File: config.mk
export PLATFORM = sky130hd
export DESIGN_NAME = bitstream_loader
export DESIGN_NICKNAME = d
export VERILOG_FILES = /design/src/rtl/bitstream_loader.sv
export SDC_FILE = /design/constraint.sdc
export NUM_CORES = 1
export LEC_CHECK = 0
export CORE_ASPECT_RATIO = 0.7
export CORE_MARGIN = 2
export CORE_UTILIZATION = 40
export CTS_CLUSTER_SIZE = 25
export DETAILED_ROUTE_END_ITERATION = 6
export SLEW_MARGIN = 25
export SYNTH_ARGS = -nofsm -noshare
export SYNTH_HDL_FRONTEND = slang
export SYNTH_SLANG_ARGS = --single-unit
File: constraint.sdc
create_clock -name CLK -period 8.8 [get_ports CLK]
set_input_delay 1.32 -clock CLK [delete_from_list [all_inputs] [get_ports CLK]]
set_output_delay 1.32 -clock CLK [all_outputs]
set_load 0.02 [all_outputs]
File: src/rtl/bitstream_loader.sv
// bitstream_loader: packs a byte stream (MSB-first, big-endian) into 32-bit
// configuration words and writes them to the fabric's self-write port with
// programmable setup/hold pacing around a one-cycle strobe.
// Optional feature macro: BITSTREAM_LOADER_CHECKSUM_EN adds a 32-bit
// modular sum of every strobed word on the checksum output.
//
// Byte handshake: a byte is transferred on every rising CLK edge where
// byte_valid && byte_ready; byte_data must be stable while byte_valid is high,
// byte_ready is only asserted in FETCH and is withdrawn during an abort cycle.
module bitstream_loader #(
    parameter int SETUP_CYCLES = 2,
    parameter int HOLD_CYCLES  = 2,
    parameter int CNT_W        = 16
) (
    input  logic             CLK,
    input  logic             reset,
    input  logic             start,
    input  logic             abort,
    input  logic [CNT_W-1:0] num_words,
    input  logic [7:0]       byte_data,
    input  logic             byte_valid,
    output logic             byte_ready,
    output logic [31:0]      SelfWriteData,
    output logic             SelfWriteStrobe,
    output logic             busy,
    output logic             done,
    output logic [CNT_W-1:0] words_written,
    output logic [2:0]       dbg_state
`ifdef BITSTREAM_LOADER_CHECKSUM_EN
    ,
    output logic [31:0]      checksum
`endif
);

    localparam logic [2:0] S_IDLE   = 3'd0;
    localparam logic [2:0] S_FETCH  = 3'd1;
    localparam logic [2:0] S_SETUP  = 3'd2;
    localparam logic [2:0] S_STROBE = 3'd3;
    localparam logic [2:0] S_HOLD   = 3'd4;
    localparam logic [2:0] S_DONE   = 3'd5;

    // One shared gap counter times both SETUP and HOLD.
    localparam int GAP_MAX = (SETUP_CYCLES > HOLD_CYCLES) ? SETUP_CYCLES : HOLD_CYCLES;
    localparam int GAP_W   = (GAP_MAX < 2) ? 1 : $clog2(GAP_MAX + 1);
    localparam logic [GAP_W-1:0] SETUP_LAST = GAP_W'(SETUP_CYCLES - 1);
    localparam logic [GAP_W-1:0] HOLD_LAST  = GAP_W'(HOLD_CYCLES - 1);

    logic [2:0]       state;
    logic [2:0]       next_state;
    logic [GAP_W-1:0] gap_cnt;
    logic [1:0]       byte_cnt;
    logic [23:0]      shift_reg;
    logic [CNT_W-1:0] num_q;

    logic accept;
    logic word_complete;
    logic setup_end;
    logic hold_end;
    logic start_ok;
    logic strobe_ok;

    assign start_ok      = (state == S_IDLE) && start && !abort;
    assign accept        = byte_valid && byte_ready;
    assign word_complete = accept && (byte_cnt == 2'd3);
    assign setup_end     = (state == S_SETUP) && (gap_cnt == SETUP_LAST);
    assign hold_end      = (state == S_HOLD) && (gap_cnt == HOLD_LAST);
    assign strobe_ok     = (state == S_STROBE) && !abort;

    // Next-state selection; abort overrides every transition.
    always_comb begin
        next_state = state;
        case (state)
            S_IDLE:   if (start_ok) next_state = (num_words == '0) ? S_DONE : S_FETCH;
            S_FETCH:  if (word_complete) next_state = S_SETUP;
            S_SETUP:  if (setup_end) next_state = S_STROBE;
            S_STROBE: next_state = S_HOLD;
            S_HOLD:   if (hold_end) next_state = (words_written == num_q) ? S_DONE : S_FETCH;
            S_DONE:   next_state = S_IDLE;
            default:  next_state = S_IDLE;
        endcase
        if (abort) next_state = S_IDLE;
    end

    // State register.
    always_ff @(posedge CLK or posedge reset) begin
        if (reset) state <= S_IDLE;
        else       state <= next_state;
    end

    // Gap counter: counts while staying in SETUP or HOLD, zero otherwise.
    always_ff @(posedge CLK or posedge reset) begin
        if (reset) begin
            gap_cnt <= '0;
        end else if (((state == S_SETUP) || (state == S_HOLD)) && (next_state == state)) begin
            gap_cnt <= gap_cnt + GAP_W'(1);
        end else begin
            gap_cnt <= '0;
        end
    end

    // Byte packing; the output word only changes on the 4th-byte edge.
    always_ff @(posedge CLK or posedge reset) begin
        if (reset) begin
            byte_cnt      <= 2'd0;
            shift_reg     <= 24'd0;
            SelfWriteData <= 32'd0;
        end else if (abort || (state != S_FETCH)) begin
            byte_cnt <= 2'd0;
        end else if (accept) begin
            if (byte_cnt == 2'd3) begin
                SelfWriteData <= {shift_reg, byte_data};
                byte_cnt      <= 2'd0;
            end else begin
                shift_reg <= {shift_reg[15:0], byte_data};
                byte_cnt  <= byte_cnt + 2'd1;
            end
        end
    end

    // Word bookkeeping: latch length on start, count strobes up to the length.
    always_ff @(posedge CLK or posedge reset) begin
        if (reset) begin
            num_q         <= '0;
            words_written <= '0;
        end else if (start_ok) begin
            num_q         <= num_words;
            words_written <= '0;
        end else if (strobe_ok && (words_written != num_q)) begin
            words_written <= words_written + CNT_W'(1);
        end
    end

`ifdef BITSTREAM_LOADER_CHECKSUM_EN
    // Running modular sum of strobed words, cleared on start.
    always_ff @(posedge CLK or posedge reset) begin
        if (reset)          checksum <= 32'd0;
        else if (start_ok)  checksum <= 32'd0;
        else if (strobe_ok) checksum <= checksum + SelfWriteData;
    end
`endif

    // Decoded outputs; the strobe falls with the state on an async reset.
    always_comb begin
        byte_ready      = (state == S_FETCH) && !abort;
        SelfWriteStrobe = strobe_ok;
        busy            = (state != S_IDLE);
        done            = (state == S_DONE);
        dbg_state       = state;
    end

endmodule

=== After elaboration in Yosys (flattened, before gate mapping) ===
Index checks and enable logic that the tools add are counted.

* Register bits: 95
* Output and inout bits: 55
* Word-level logic and storage cells: 57

* Add/subtract/negate cells: 3
* Eq/ne operators: 11
* Mux-type cells: 14
* Bitwise operators: 2
* Reductions and logical operators: 20

{| class="wikitable"
|+ Operators with widths
! cell !! number
|-
| $mux W16 || 2
|-
| $mux W3 || 7
|-
| $add A16 B1 Y16 const B || 1
|-
| $eq A16 B16 Y1 || 1
|-
| $logic_not A16 Y1 || 1
|-
| $ne A16 B16 Y1 || 1
|-
| $pmux W3 S5 || 1
|-
| $logic_and A1 B1 Y1 || 10
|-
| $mux W2 || 4
|-
| $eq A3 B2 Y1 const B || 2
|-
| $eq A3 B3 Y1 const B || 2
|-
| $reduce_and A3 Y1 || 2
|-
| $add A2 B1 Y2 const B || 2
|-
| $reduce_bool A2 Y1 || 2
|-
| $eq A3 B1 Y1 const B || 1
|-
| $eq A3 B3 Y1 || 1
|-
| $logic_not A3 Y1 || 1
|-
| $ne A3 B1 Y1 const B || 1
|-
| $reduce_bool A3 Y1 || 1
|-
| $eq A2 B1 Y1 const B || 1
|-
| $eq A2 B2 Y1 const B || 1
|-
| $logic_or A1 B1 Y1 || 2
|-
| $not A1 Y1 || 2
|-
| $logic_not A1 Y1 || 1
|}

=== Depth between registers and ports, before layout ===
* Depth after elaboration: 10
* Mapped depth: 8

=== Worst setup path before layout ===
No wires, ideal clock.

* Kind: input -> output
* Start: input abort
* End: output SelfWriteStrobe
* Arrival: 1.755 ns
* Data required time: 7.480 ns
* Path slack: 5.725 ns
* Stages: 3
* Path buffers: 0
* Path through: nor2_4 > nand3_4 > inv_2

* Longest elaborated chain between the ends: 2

{| class="wikitable"
|+ Ends and longest elaborated chain
! item !! RTL line !! source
|-
| from (decl) || 18 || <nowiki>input logic abort,</nowiki>
|-
| $logic_not A1 Y1 || 67 || <nowiki>assign strobe_ok = (state == S_STROBE) && !abort;</nowiki>
|-
| $logic_and A1 B1 Y1 || 67 ||
|-
| to (decl) || 24 || <nowiki>output logic SelfWriteStrobe,</nowiki>
|}

No other way between the ends.

=== Worst setup path in the final report ===
Same ends and word-level chain as after synthesis.

==> reports/metrics.yaml <==
end_kind: "output port"
io-pin-count: 84
relSlewSlack_pct: 39.67
timing.fmax_mhz: 234.7
num_rows: 31
nets: 459
htreeDepth: 3
critical-path-slowest-cell: "clkdlybuf4s50_1"
cts_resized: 0
fin_crit_ns: 4.261
critPathMaxStageDelay_ns: 0.63
grt_pass1_vias: 2726
setup_violations: 0
leakagePower_nw: 2.397
grt_pass1_wl_um: 14550
synth_nets: 380
status: "completed"
die_height_um: 89.46
drt_wl_total_um: 8912
maxCapViolCount: 0
cts_buffers: 9
critPathTopFamily: "buffers and inverters"
die_area_um2: 11280
met2_usage_pct: 22.43
clkTransAtPathRegs_ns: 0.06
cts_tree: "done"
ys_seq_elements: 95
core_area_um2: 10240
cp.required_ns: 7.48
cp-start-kind: "primary input"
post_cts_buffers: 0
numClockSinks: 95
crit_buf_inv: 3
gr-max-usage-layer: "met1"
wire_per_inst_um: 15.80
syn2layout_area_growth_pct: 29.63
fp.dieW_um: 126.1
netlist_instances: 348
hold_viol: 0
vias: 2867
crit_top_cell: "clkdlybuf4s50_1"
drtIter0Drc: 198
crit_path_start: "abort"
cp_cell_sequence: "clkdlybuf4s50_1, nor2_4, nand3_4, inv_2, clkdlybuf4s50_1"
p_per_area_nw_per_um2: 188.7
grt_usage_pct: 16.56
critical_path.max_fanout: 8
largest_reg_flops: 32
place_congestion: 0.7904
slew_violations: 0
hp-start: "gap_cnt[0]"
diodes: 0
fin_tns_setup_ns: 0
viasPerCell: 5.083
start_util_pct: 40.75
syn-cell-area_um2: 4173
grt_overflow_total: 0
cts_hold_repair.buffers: 0
fin_skew_ns: 0.005056
portBuffers: 83
finalCritPeriodShare_pct: 48.42
worst_slew_pin_slew_ns: 0.9039
irDropWorstVdd_mv: 0.09310
timing.rr.start: "dbg_state[1]"
rsz0062_at_grt: "no"
yosysSeqAreaShare_pct: 56.97
grt_max_degree: 76
cts_root_buf: "clkbuf_16"
route.detailed.drc: 0
ys_types: 39
cts_buffer_depth: 2
drt_pass1_iterations: 4
syn_area_per_cell_um2: 11.99
place_hpwl_um: 6203
totalPowerFinal_w: 0.001021
holdCritPathClass: "reg2reg"
met1_usage_pct: 25.75
antenna_found_initial: 0
grtUsageMet3_pct: 3.830
drtAntennaViolNets: 0
crit_type: "in2out"
drive_gt1_share_pct: 17.36
arrival_ns: 2.94
yosys_warnings: 0
worstSkewPairLatency_ns: 0.33
==> where the power goes <==
| group | leakage [nW] | switching (W) | internal [W] |
|---|---|---|---|
| combinational | 0.987 | 0.0000447 | 0.0000614 |
| sequential | 1.27 | 0.0000364 | 0.000492 |
| clock | 0.139 | 0.000164 | 0.000222 |
| total | 2.40 | 0.000245 | 0.000776 |
==> synth_stat cells <==
| master | number | area (um^2) |
|---|---|---|
| inv_1 | 6 | 22.52 |
| nand3_4 | 1 | 17.52 |
| o211ai_1 | 4 | 30.03 |
| o31ai_1 | 11 | 82.58 |
| and4_1 | 2 | 17.52 |
| buf_2 | 9 | 45.04 |
| buf_4 | 1 | 7.510 |
| a31oi_1 | 1 | 6.260 |
| a21oi_1 | 10 | 50.05 |
| nor2_4 | 1 | 11.26 |
| a21boi_0 | 1 | 7.510 |
| nand3b_2 | 1 | 11.26 |
| or4_1 | 9 | 67.56 |
| clkbuf_1 | 6 | 22.52 |
| nor3_1 | 4 | 20.02 |
| nor4_1 | 3 | 18.77 |
| nor4_2 | 1 | 12.51 |
| nor2_1 | 11 | 41.29 |
| buf_6 | 1 | 11.26 |
| mux2_1 | 11 | 123.9 |
| and3_1 | 1 | 6.260 |
| ha_1 | 3 | 37.54 |
| o21ai_1 | 1 | 5.000 |
| xnor2_1 | 17 | 148.9 |
| dfrtp_1 | 95 | 2377 |
| a221oi_1 | 1 | 8.760 |
| or2_2 | 2 | 12.51 |
| nand4_1 | 9 | 56.30 |
| mux2i_1 | 5 | 50.05 |
| inv_2 | 2 | 7.510 |
| nor4b_2 | 1 | 15.01 |
| nand4_4 | 1 | 21.27 |
| o21ai_0 | 1 | 5.000 |
| mux2_2 | 45 | 506.7 |
| nand3_1 | 5 | 25.02 |
| or3_1 | 2 | 12.51 |
| nand2b_1 | 3 | 18.77 |
| nand2_1 | 59 | 221.5 |
| nand3_2 | 1 | 10.01 |
==> path summary, 6_finish.rpt <==
check,endpoint,slack [ns],depth (start not counted)
max,SelfWriteStrobe,4.54,5
min in group asynchronous,shift_reg[8],1.26,2
max reg2reg,dbg_state[0],6.34,6
min,gap_cnt[0],0.43,1
max in group asynchronous,num_q[12],6.58,3
min reg2reg,gap_cnt[0],0.43,1
==> placed cells by master (no fill, tap or decap), types with 2 or more instances in the layout <==
cell and count:
nor4_1 3, mux2_1 11, clkinv_2 2, or4_1 9
nand2b_1 3, nand4_1 9, nor2_1 11, o31ai_1 11
clkdlybuf4s50_1 83, or2_2 2, a21oi_1 10, clkinvlp_4 2
xnor2_1 17, ha_1 3, or3_1 2, mux2_2 45
clkbuf_16 9, nand3_1 5, inv_6 2, inv_1 5
nor3_1 4, o211ai_1 4, mux2i_1 5, dfrtp_1 95
and4_1 2, inv_2 2, nand2_1 59
==> worst reg2reg max path: cells and delay by family, from the launching register on <==
| family | cells | cell delay (ns) |
|---|---|---|
| compound gates | 1 | 0.56 |
| buf+inv | 1 | 0.10 |
| flops | 1 | 0.49 |
| simple gates | 4 | 1.19 |
==> routing by layer <==
layer	up-vias	share of wire, %
met5	-	0
met4	0	1.0
met3	8	3.6
met2	64	43
met1	1408	52
li1	1387	-
==> cell type report <==
type,count,area [um^2]
Fill cell,920,4831
Sequential cell,95,2377
Multi-Input combinational cell,228,1689
Timing Repair Buffer,85,849.6
Clock buffer,10,229.0
Tap cell,132,165.2
Clock inverter,6,67.56
Inverter,8,31.28
==> cells by family after synthesis <==
logic type,Yosys count,share of synthesized area (%)
compound gates,30,4.678
xor+xnor,17,3.568
fa+ha+maj,3,0.8996
buf+inv,25,2.789
flops,95,56.97
mux,61,16.31
simple gates,117,14.78
==> stage by stage <==
step	area [um^2]	hold WS, ns	util (%)	worst slack (ns)	std cells
floorplan	4173	0.4079	-	5.003	348
global placement	5107	0.4202	49.88	4.562	548
CTS	5404	0.4415	52.77	4.531	564
global route	5409	0.4557	52.82	4.418	564
finish	5409	0.4328	52.82	4.539	564
detailed placement	5107	0.4326	49.88	4.541	548
Power figures use the tool's default switching activity.
==> RTL edit 1, RTL diff (config.mk and constraints unchanged) <==
Put a register stage on the output `dbg_state`, with the module's reset. The value now appears one clock later. The other outputs are not delayed to match.
--- a/src/rtl/bitstream_loader.sv
+++ b/src/rtl/bitstream_loader.sv
@@ -44,6 +44,8 @@
     localparam int GAP_W   = (GAP_MAX < 2) ? 1 : $clog2(GAP_MAX + 1);
     localparam logic [GAP_W-1:0] SETUP_LAST = GAP_W'(SETUP_CYCLES - 1);
     localparam logic [GAP_W-1:0] HOLD_LAST  = GAP_W'(HOLD_CYCLES - 1);
+
+    logic [2:0] dbg_state_d;
 
     logic [2:0]       state;
     logic [2:0]       next_state;
@@ -145,7 +147,15 @@
         SelfWriteStrobe = strobe_ok;
         busy            = (state != S_IDLE);
         done            = (state == S_DONE);
-        dbg_state       = state;
+        dbg_state_d     = state;
+    end
+
+    always_ff @(posedge CLK or posedge reset) begin
+        if (reset) begin
+            dbg_state <= '0;
+        end else begin
+            dbg_state <= dbg_state_d;
+        end
     end
 
 endmodule
Check against the original RTL: not equivalent (Yosys sat finds a counterexample within 4 cycles, from zero or initial values and one cycle with reset high).
==> RTL edit 1 against the unedited design <==
  * Global-route usage grew 0.28 points
  * Critical path depth is the same
  * Setup slack gained 0.031 ns
  * Cell area grew 2.7%
  * Power grew 7.3%
  * Sequential cell count grew 3
  * Clock skew grew 0.0037 ns
  * Area after synthesis grew 2.4%
  * Wire length grew 3.3%
  * Maximum frequency grew 0.74%
  * Critical path type unchanged
  * Largest power group unchanged
==> RTL edit 1: results (changes against the unedited design) <==
Global routing
The global routing usage on met1 is 0.267 (was 0.258). The met3 track demand over resource came to 0.0432 (was 0.0383). The maximum number of pins on one net before global-route repair is 64 (was 76). The overall routing resource usage is 0.168 (was 0.166).

Drt
The iteration-0 DRC count of the detailed router is 204 (was 198).

Clock network
The total number of clock tree sinks was 98 (was 95).

Power
The clock network fraction of design power is 0.408 (was 0.378). The worst-case vdd ir drop is 0.0948 mV (was 0.0931 mV). The reported leakage power is 2.60 nW (was 2.40 nW). The sequential share of power is 0.494 (was 0.518). The clock group power was 0.447 mW (was 0.386 mW).

Placed design
The placer congestion estimate was 0.801 (was 0.790). The sum of net half-perimeters after detailed placement is 6.51 mm (was 6.20 mm). The placed instance area is 5220 sq um (was 5110 sq um).

Layout
The non-clock buffer total of the final layout is 86 (was 85). The count of fill cells added during filler insertion was 928 (was 920). The count of non-CTS inverters in the layout was 7 (was 8). The share of layout cells above drive strength 1 is 0.195 (was 0.174). The fraction of cell area in non-clock buffers is 0.154 (was 0.157).

The proportion of cell area occupied by registers came to 0.441 (was 0.440). The number of nets at the end of the flow is 468 (was 459). The multi-input logic portion of the cell area came to 0.309 (was 0.312).

Synth
The portion of the post-synthesis area used by sequential elements is 0.574 (was 0.570). The number of distinct library cells after synthesis came to 35 (was 39). Top cells by area, synth: sky130_fd_sc_hd__dfrtp_1 (57%), sky130_fd_sc_hd__mux2_2 (15%), sky130_fd_sc_hd__nand2_1 (5.8%) (was sky130_fd_sc_hd__dfrtp_1 (57%), sky130_fd_sc_hd__mux2_2 (12%), sky130_fd_sc_hd__nand2_1 (5.3%)). The adder and majority gate portion of the synthesized area is 0.00878 (was 0.00900). Synth cell count leaders: sky130_fd_sc_hd__dfrtp_1 (98), sky130_fd_sc_hd__nand2_1 (66), sky130_fd_sc_hd__mux2_2 (56), sky130_fd_sc_hd__xnor2_1 (20), sky130_fd_sc_hd__nor2_1 (14) (was sky130_fd_sc_hd__dfrtp_1 (95), sky130_fd_sc_hd__nand2_1 (59), sky130_fd_sc_hd__mux2_2 (45), sky130_fd_sc_hd__xnor2_1 (17)). The post-synthesis compound-gate area fraction is 0.0135 (was 0.0468). The synthesized net count is 387 (was 380). The multiplexer area fraction after synthesis was 0.173 (was 0.163).

Critical path
The reg-to-reg critical path startpoint was dbg_state_d[0] (was dbg_state[1]). The largest fanout of any net on the critical path is 4 (was 8). The data arrival time of the critical path was 2.91 ns (was 2.94 ns).

Outcome
Status: finished clean (unchanged).
-- RTL edit 1: cell types whose count changed in the layout (fill, tap and decap cells not counted), moves of 7 or more --
cell,delta
sky130_fd_sc_hd__mux2_1,-11
sky130_fd_sc_hd__mux2_2,+11
sky130_fd_sc_hd__o31ai_1,-11
sky130_fd_sc_hd__or4_1,-9
sky130_fd_sc_hd__a21oi_1,-7
sky130_fd_sc_hd__nand2_1,+7
-- RTL edit 1: critical path, cell delays in order --
cell	delay, ns
sky130_fd_sc_hd__clkdlybuf4s50_1	0.49
sky130_fd_sc_hd__nor2_2	0.22
sky130_fd_sc_hd__nand3_1	0.15
sky130_fd_sc_hd__inv_1	0.12
sky130_fd_sc_hd__clkdlybuf4s50_1	0.60
-- RTL edit 1: worst paths after layout --
kind	end	slack (ns)	depth (start not counted)
worst max-delay path	byte_ready	4.57	5
worst min-delay path	gap_cnt[0]	0.45	1
worst max register to register	words_written[8]	6.44	5
worst min register to register	gap_cnt[0]	0.45	1
max in group asynchronous	shift_reg[9]	6.31	3
min in group asynchronous	num_q[5]	1.35	2
-- RTL edit 1: metrics by stage --
step / hold WS (ns) / setup WS (ns) / cells
floorplan: 0.361 / 4.92 / 355
global placement: 0.426 / 4.60 / 557
detailed placement: 0.448 / 4.59 / 557
CTS: 0.456 / 4.58 / 573
global route: 0.458 / 4.48 / 573
finish: 0.450 / 4.57 / 573
-- RTL edit 1: per-layer routing --
metal	vias to the layer above	part of all wire
li1	1391	-
met1	1469	0.52
met2	75	0.42
met3	9	0.046
met4	0	0.012
met5	-	0
-- RTL edit 1: cell families (layout without fill, tap and decap cells) --
logic type	Yosys count	in the layout
and+or+nand+nor	134	134
DFF	98	98
muxes	67	67
buffers and inverters	23	109
xor gates and xnor gates	21	21
AOI/OAI and AO/OA	9	9
adders and majority gates	3	3
==> RTL edit 2, RTL diff (same flow settings) <==
Made on the original files. Add a define of `BITSTREAM_LOADER_CHECKSUM_EN`.
--- a/src/rtl/bitstream_loader.sv
+++ b/src/rtl/bitstream_loader.sv
@@ -7,6 +7,8 @@
 // Byte handshake: a byte is transferred on every rising CLK edge where
 // byte_valid && byte_ready; byte_data must be stable while byte_valid is high,
 // byte_ready is only asserted in FETCH and is withdrawn during an abort cycle.
+`define BITSTREAM_LOADER_CHECKSUM_EN
+
 module bitstream_loader #(
     parameter int SETUP_CYCLES = 2,
     parameter int HOLD_CYCLES  = 2,
Function (old outputs only; new: checksum): kept (Yosys induction, for registers that start in step).
==> RTL edit 2 against the unedited design <==
  * Setup slack got worse by 0.39 ns
  * Maximum frequency decreased by 8.3%
  * Cell area increased by 60%
  * Largest power group unchanged
  * Power increased by 44%
  * Non-clock buffer count increased by 35
  * Area after synthesis increased by 61%
  * Sequential cell count increased by 32
  * Wire length increased by 94%
  * Via count increased by 82%
  * First-iteration DRC count increased by 44%
==> RTL edit 2: results (changes against the unedited design) <==
Layout
The count of fill cells added during filler insertion came to 1489 (was 920). The total area of multi-input combinational cells was 3380 sq um (was 1690 sq um). The share of layout cells above drive strength 1 is 0.145 (was 0.174). The number of nets at the end of the flow is 816 (was 459).

Global routing
The overall routing resource usage is 0.199 (was 0.166). The initial antenna violation count is 0 (unchanged). The global-route wire length before repair is 28.2 mm (was 14.6 mm). The maximum number of pins on one net before global-route repair is 77 (was 76). The sum of overflow across all layers after global routing is 0 (unchanged). The number of global-route vias before repair is 5220 (was 2726).

Power
The worst-case vdd ir drop was 0.125 mV (was 0.0931 mV). The reported leakage power is 3.98 nW (was 2.40 nW).

Clock network
The count of instances resized after the clock tree is built came to 0 (unchanged). The maximum level of the CTS H-tree is 4 (was 3). The source-to-sink clock delay at the later pin of the worst-skew pair was 0.42 ns (was 0.33 ns). The number of buffers inserted during clock tree synthesis is 17 (was 9).

The count of buffers added by post-CTS timing repair for setup is 0 (unchanged).

Timing
The clock tree skew after final layout came to 0.00794 ns (was 0.00506 ns). The slew of the pin with the lowest slew margin is 0.915 ns (was 0.904 ns).

Drt
The iteration-0 DRC count of the detailed router is 286 (was 198). The iteration count of the initial detailed-routing pass is 5 (was 4). The routed length per instance is 17.5 um (was 15.8 um). The number of vias in the routed layout was 5220 (was 2867). The total detailed-routing wirelength was 17.3 mm (was 8.91 mm).

Outcome
Status: finished clean (unchanged).

Placed design
The placed instance area is 8090 sq um (was 5110 sq um). The worst setup slack before clock tree synthesis is 4.16 ns (was 4.54 ns). The count of buffers from port buffering is 115 (was 83).

The total placed cells including tap cells came to 958 (was 548). The sum of net half-perimeters after detailed placement came to 12.4 mm (was 6.20 mm). The placer congestion estimate was 0.907 (was 0.790).

Synth
The synthesized net count is 703 (was 380). The total number of yosys warnings came to 0 (unchanged). Synth cell count leaders: sky130_fd_sc_hd__dfrtp_1 (127), sky130_fd_sc_hd__nand2_1 (74), sky130_fd_sc_hd__mux2_2 (56), sky130_fd_sc_hd__nand3_1 (38), sky130_fd_sc_hd__nor2_1 (35) (was sky130_fd_sc_hd__dfrtp_1 (95), sky130_fd_sc_hd__nand2_1 (59), sky130_fd_sc_hd__mux2_2 (45), sky130_fd_sc_hd__xnor2_1 (17)).

Top cells by area, synth: sky130_fd_sc_hd__dfrtp_1 (47%), sky130_fd_sc_hd__mux2_2 (9.4%), sky130_fd_sc_hd__ha_1 (6.3%) (was sky130_fd_sc_hd__dfrtp_1 (57%), sky130_fd_sc_hd__mux2_2 (12%), sky130_fd_sc_hd__nand2_1 (5.3%)). The number of distinct library cells after synthesis came to 60 (was 39). The portion of the post-synthesis area used by sequential elements is 0.473 (was 0.570). The average size of a mapped cell is 10.5 sq um (was 12.0 sq um).

Critical path
The largest fanout of any net on the critical path is 12 (was 8). The largest incremental delay on the critical path is 0.66 ns (was 0.63 ns). The data arrival time of the critical path came to 3.33 ns (was 2.94 ns).
[RTL edit 2: path summary, 6_finish.rpt]
| kind | from | end | slack (ns) | depth (start not counted) |
|---|---|---|---|---|
| max in group asynchronous | reset | byte_cnt[1] | 6.29 | 3 |
| hold / removal | gap_cnt[0] | gap_cnt[0] | 0.44 | 1 |
| hold reg to reg | gap_cnt[0] | gap_cnt[0] | 0.44 | 1 |
| setup reg to reg | SelfWriteData[0] | checksum[30] | 5.50 | 11 |
| min in group asynchronous | reset | words_written[11] | 1.36 | 2 |
| setup / recovery | abort | SelfWriteStrobe | 4.15 | 5 |
[RTL edit 2: cell type report]
class,instances,area share
Multi-Input combinational cell,472,0.391
Clock buffer,22,0.0559
Clock inverter,9,0.00983
Sequential cell,127,0.367
Timing Repair Buffer,120,0.138
Inverter,14,0.00636
Tap cell,225,0.0325
[RTL edit 2: per-layer routing]
layer / vias to the layer above / share of wire / track usage
li1: 2501 / - / -
met1: 2557 / 0.51 / 0.290
met2: 147 / 0.43 / 0.293
met3: 15 / 0.057 / 0.0562
met4: 0 / 0.011 / 0.0491
met5: - / 0 / 0
[RTL edit 2: logic make-up (layout without fill, tap and decap cells)]
kind of cell	count (synthesis)	count (layout)	synth area share
simple gates	205	205	0.149
flops	127	127	0.473
compound gates	114	114	0.111
mux	61	61	0.101
xor+xnor	57	57	0.0743
buf+inv	40	165	0.0257
fa+ha+maj	35	35	0.0663
[RTL edit 2: where the power goes]
part           switching (mW)  internal (mW)
Combinational          0.0501         0.0605
Clock                   0.261          0.415
Sequential             0.0423          0.638
Total                   0.353           1.11
